## config.mk

```make
export PLATFORM = sky130hd
export DESIGN_NAME = uc_seq_flat
export DESIGN_NICKNAME = d
export VERILOG_FILES = /design/src/rtl/uc_seq_if.sv /design/src/rtl/uc_seq.sv /design/src/flat_wrapper.sv
export SDC_FILE = /design/constraint.sdc
export NUM_CORES = 1
export LEC_CHECK = 0
export ABC_CLOCK_PERIOD_IN_PS = 2100
export CAP_MARGIN = 20
export CORE_MARGIN = 2
export CORE_UTILIZATION = 39
export CTS_CLUSTER_DIAMETER = 60
export CTS_CLUSTER_SIZE = 24
export DETAILED_ROUTE_END_ITERATION = 16
export PLACE_DENSITY = 0.65
export SLEW_MARGIN = 0
export SYNTH_ARGS = -nofsm -noshare
export SYNTH_HDL_FRONTEND = slang
export SYNTH_SLANG_ARGS = --single-unit
```

## constraint.sdc

```tcl
create_clock -name clk -period 2.1 [get_ports clk]
set_input_delay 0.21 -clock clk [delete_from_list [all_inputs] [get_ports clk]]
set_output_delay 0.21 -clock clk [all_outputs]
set_load 0.02 [all_outputs]
```

## src/rtl/uc_seq_if.sv

```systemverilog
// Instruction/control bundle between the sequencer and the datapath it steers.
// The datapath (or bench) drives the master side; uc_seq sits on the slave side.
interface uc_seq_if;
  logic [5:0] Opcode;
  logic       zero;
  logic       start;
  logic       s_inc;
  logic       s_inm;
  logic       we;
  logic       wez;
  logic [2:0] ALUOp;
  logic       pc_hold;
  logic       running;
  logic       illegal;

  modport master (
    output Opcode, zero, start,
    input  s_inc, s_inm, we, wez, ALUOp, pc_hold, running, illegal
  );

  modport slave (
    input  Opcode, zero, start,
    output s_inc, s_inm, we, wez, ALUOp, pc_hold, running, illegal
  );
endinterface

```

## src/rtl/uc_seq.sv

```systemverilog
// Micro-sequencer: single-cycle decode with HALT/WAIT stalls and Mealy control outputs.
// Optional macro UC_ILLEGAL_TRAP_EN traps undefined opcodes into HALT and sets a sticky flag.
//
// state | meaning
// IDLE  | after reset, PC held, waiting for start
// RUN   | decoding one instruction per cycle
// WAIT  | PC held while the wait counter drains
// HALT  | PC held, start steps past the HALT instruction
module uc_seq #(
  parameter int WAIT_CYCLES = 4
) (
  input logic     clk,
  input logic     reset,
  uc_seq_if.slave bus
);

  localparam logic [1:0] S_IDLE = 2'd0;
  localparam logic [1:0] S_RUN  = 2'd1;
  localparam logic [1:0] S_WAIT = 2'd2;
  localparam logic [1:0] S_HALT = 2'd3;

  localparam logic [7:0] WAIT_LOAD = 8'(WAIT_CYCLES - 1);

  logic [1:0] state_q, state_d;
  logic [7:0] cnt_q, cnt_d;
  logic       illegal_q, illegal_d;

  logic       pc_hold, s_inc, s_inm, we, wez;
  logic [2:0] alu_op;

  always_comb begin
    state_d   = state_q;
    cnt_d     = cnt_q;
    illegal_d = illegal_q;
    pc_hold   = 1'b1;
    s_inc     = 1'b1;
    s_inm     = 1'b0;
    we        = 1'b0;
    wez       = 1'b0;
    alu_op    = 3'b000;
    case (state_q)
      S_IDLE: begin
        if (bus.start) state_d = S_RUN;
      end
      S_RUN: begin
        pc_hold = 1'b0;
        casez (bus.Opcode)
          6'b000000: ;
          6'b000001: begin
            pc_hold = 1'b1;
            state_d = S_HALT;
          end
          6'b000010: begin
            pc_hold = 1'b1;
            cnt_d   = WAIT_LOAD;
            state_d = S_WAIT;
          end
          6'b001???: begin
            s_inm  = 1'b1;
            we     = 1'b1;
            wez    = 1'b1;
            alu_op = bus.Opcode[2:0];
          end
          6'b010???: begin
            we     = 1'b1;
            wez    = 1'b1;
            alu_op = bus.Opcode[2:0];
          end
          6'b100000: s_inc = 1'b0;
          6'b100001: s_inc = ~bus.zero;
          6'b100010: s_inc = bus.zero;
          default: begin
`ifdef UC_ILLEGAL_TRAP_EN
            pc_hold   = 1'b1;
            illegal_d = 1'b1;
            state_d   = S_HALT;
`endif
          end
        endcase
      end
      S_WAIT: begin
        // release happens in the cycle the counter reads zero, giving WAIT_CYCLES+1 total
        if (cnt_q == 8'd0) begin
          pc_hold = 1'b0;
          state_d = S_RUN;
        end else begin
          cnt_d = cnt_q - 8'd1;
        end
      end
      S_HALT: begin
        if (bus.start) begin
          pc_hold = 1'b0;
          state_d = S_RUN;
        end
      end
      default: state_d = S_IDLE;
    endcase
  end

  always_ff @(posedge clk or posedge reset) begin
    if (reset) begin
      state_q   <= S_IDLE;
      cnt_q     <= 8'd0;
      illegal_q <= 1'b0;
    end else begin
      state_q   <= state_d;
      cnt_q     <= cnt_d;
      illegal_q <= illegal_d;
    end
  end

  assign bus.pc_hold = pc_hold;
  assign bus.s_inc   = s_inc;
  assign bus.s_inm   = s_inm;
  assign bus.we      = we;
  assign bus.wez     = wez;
  assign bus.ALUOp   = alu_op;
  assign bus.running = (state_q == S_RUN) | (state_q == S_WAIT);
  assign bus.illegal = illegal_q;

endmodule

```

## src/flat_wrapper.sv

```systemverilog
// flat-port wrapper written by rule: the top's interface ports become plain ports
module uc_seq_flat 
#(
  parameter int WAIT_CYCLES = 4
)
  (clk, reset, bus_Opcode, bus_zero, bus_start, bus_s_inc, bus_s_inm, bus_we, bus_wez, bus_ALUOp, bus_pc_hold, bus_running, bus_illegal);
  uc_seq_if bus_i ();
  input logic clk;
  input logic reset;
  input wire logic [$bits(bus_i.Opcode)-1:0] bus_Opcode;
  input wire logic [$bits(bus_i.zero)-1:0] bus_zero;
  input wire logic [$bits(bus_i.start)-1:0] bus_start;
  output wire logic [$bits(bus_i.s_inc)-1:0] bus_s_inc;
  output wire logic [$bits(bus_i.s_inm)-1:0] bus_s_inm;
  output wire logic [$bits(bus_i.we)-1:0] bus_we;
  output wire logic [$bits(bus_i.wez)-1:0] bus_wez;
  output wire logic [$bits(bus_i.ALUOp)-1:0] bus_ALUOp;
  output wire logic [$bits(bus_i.pc_hold)-1:0] bus_pc_hold;
  output wire logic [$bits(bus_i.running)-1:0] bus_running;
  output wire logic [$bits(bus_i.illegal)-1:0] bus_illegal;
  assign bus_i.Opcode = bus_Opcode;
  assign bus_i.zero = bus_zero;
  assign bus_i.start = bus_start;
  assign bus_s_inc = bus_i.s_inc;
  assign bus_s_inm = bus_i.s_inm;
  assign bus_we = bus_i.we;
  assign bus_wez = bus_i.wez;
  assign bus_ALUOp = bus_i.ALUOp;
  assign bus_pc_hold = bus_i.pc_hold;
  assign bus_running = bus_i.running;
  assign bus_illegal = bus_i.illegal;
  uc_seq #(.WAIT_CYCLES(WAIT_CYCLES)) u_core (.clk(clk), .reset(reset), .bus(bus_i));
endmodule
```

==> metrics.txt <==
status complete, no violations; Final Cell Area 1154 um^2; setup TNS 0 ps; vias in the first global route 727; Die Area 2498 um^2; Final nets 137; total CTS buffers 3; largest area contributor in the netlist dfrtp_1; Post-Synth Simple-Gate Area 26.25%; met2 routed WL 930 um; Die Wd 49.98 um; final total power 0.8160 mW; largest net degree at the start of global routing 11; initial core utilization 41.60%; Synth Area in XOR/XNOR 2.124%; Worst setup SP type register; EDFF count, synth 0; initial antenna violation count 0; area of the mapped netlist 824.5 um^2; Final ANT Viol Nets 0; Hold Vio Cnt, Final 0; CTS clk-pin slew, worst paths 70 ps; unrepaired setup endpoints after global routing no; DR pass1 iterations 4; top sig layer met4; Die Ht 49.98 um; # H-tree levels 1; I/O pin count 20; Post-DP HPWL 1506 um; DR WL/cell 12.71 um; switching portion of total power 37.19%; DR iter-0 viols 8; Post-synth top cells dfrtp_1, ha_1, nand2_1; Slew Viols, Final 0; GRT Resource Usage Total 16.47%; wl on met1 833 um; Post-Synth Adder-Cell Area 10.62%; ratio of cells with drive above 1 in the final layout 28.57%; placed inst area 1117 um^2; Tcrit/Tclk final 94.63%; Worst-Skew Late Latency 270 ps; post-synthesis sequential area ratio 30.35%; GRT Residual Overflow 0; first-pass GRT wire length 3132 um; ys async rst share 100.0%; clock sink total 10; area fraction in compound gates after synthesis 18.21%; CTS Buffer Depth 2; cell count after synthesis 86; mux cell area share after synthesis 6.980%; final clock skew 3.715 ps; largest family of logic cells by synthesized area simple AND/OR/NAND/NOR gates; detailed-route via count 761; Antenna Cells 0; internal power 0.5126 mW; min Tclk post-route 1987 ps; library cells used by synthesis 41; type of destination of the critical path primary output; share of the synthesized area in the top cell type 30.35%; IO buf count 18; Critical Path RT 1890 ps; Post-Synthesis Net Count 103; pwr/cell area 707.4 nW/um^2; vias per inst 5.212; f_max 503.2 MHz; gpl congestion 0.7646; IR drop worst, VDD 0.6500 mV; HP Class primary input to asynchronous set/reset pin; sequential share of power 26.8%; final setup vio count 0; CP Max Fanout 5; Sw Pwr 0.3035 mW; crit path kind register to primary output; combinational power share 51.1%; Root Buffer clkbuf_4; Routed WL 1856 um; leakage dissipation 0.5489 nW; Area Growth Syn to Fin 39.91%; number of hold buffers added after cts 0; most common cell in the synthesized netlist dfrtp_1; synth top area cells dfrtp_1, ha_1, nor4_4, a31oi_1, nand2_1; drt drc 0; FP Rows 16; total core area 1982 um^2; max cap viols 0; routed length on met3 82 um; CP arrival 1780 ps; Avg Synthesized Cell Area 9.588 um^2; top_reg_cell synth dfrtp_1; synth warn 0; Clock Power Share 22.1%; CTS tree built; #FFs+latches synth 10
registers in the layout, indices dropped and copies added (netlist names):
name,count
u_core.cnt_q,8
u_core.state_q,2
logic make-up after synthesis:
kind of cell / after synthesis
AO/OA/AOI/OAI: 20
AND/OR/NAND/NOR: 32
buffers and inverters: 9
multiplexers: 5
XOR/XNOR: 2
other: 1
flip-flops: 10
adder cells (fa/ha/maj): 7
final timing paths:
path	cells after the start	end	startpoint	slack, ps
hold / removal	2	u_core.cnt_q[7]	reset	200
hold reg to reg	1	u_core.cnt_q[1]	u_core.cnt_q[1]	540
min in group clk	1	u_core.cnt_q[1]	u_core.cnt_q[1]	540
setup reg to reg	7	u_core.cnt_q[0]	u_core.state_q[0]	200
max in group asynchronous	2	u_core.cnt_q[5]	reset	1630
setup / recovery	6	bus_s_inc	u_core.state_q[1]	110
per-layer routing:
metal	track usage (%)	vias up
li1	-	375
met1	18.88	369
met2	29.61	15
met3	4.545	2
met4	4.167	0
met5	0	-
cell type report:
cell class / count / area (um^2)
fillers: 174 / 828.3
multi-input cells: 67 / 550.5
repair buffers: 32 / 260.3
flip-flops and latches: 10 / 250.2
clock buffers: 4 / 36.28
well taps: 27 / 33.78
inverters: 6 / 22.52
critical path: stages, from the launching register on:
cell	delay, ps
dfrtp_1	420
inv_1	110
ha_1	200
buf_4	150
nor4b_2	190
nand3_1	100
dlygate4sd2_1	330
power groups by stage:
stage,clock [mW],sequential (mW),combinational (mW)
2_1_floorplan,0,0.218,0.262
3_3_place_gp,0,0.222,0.423
3_5_place_dp,0,0.222,0.433
4_1_cts,0.181,0.219,0.426
5_1_grt,0.192,0.220,0.457
6_report,0.180,0.218,0.417
cells in the final DEF (no fill, tap or decap), types with 2 or more instances in the layout:
cell type,count
a31oi_1,6
and2_1,4
buf_4,14
clkbuf_2,4
clkbuf_4,3
clkdlybuf4s50_1,10
dfrtp_1,10
dlygate4sd2_1,4
ha_1,7
inv_1,6
mux2i_1,2
nand2_1,7
nand2b_1,2
nand3_1,2
nor2_1,4
nor3_1,2
nor4_4,2
o21ai_1,2
through the flow:
| step | worst slack (ps) | hold slack, ps | util (%) | cells |
|---|---|---|---|---|
| floorplan | 150.7 | 50.18 | - | 86 |
| global placement | -69.23 | 512.0 | 56.38 | 141 |
| detailed placement | -65.48 | 510.2 | 56.38 | 141 |
| CTS | 47.56 | 219.0 | 58.65 | 146 |
| global route | 0.7052 | 259.1 | 58.21 | 146 |
| finish | 112.8 | 203.3 | 58.21 | 146 |
what timing repair did:
item,CTS,global route
buffers inserted,1,0
pin swaps,1,0
gates resized for setup,10,9
endpoints found under the setup margin,8,4
Note: power is estimated with default switching activity, not from simulation.
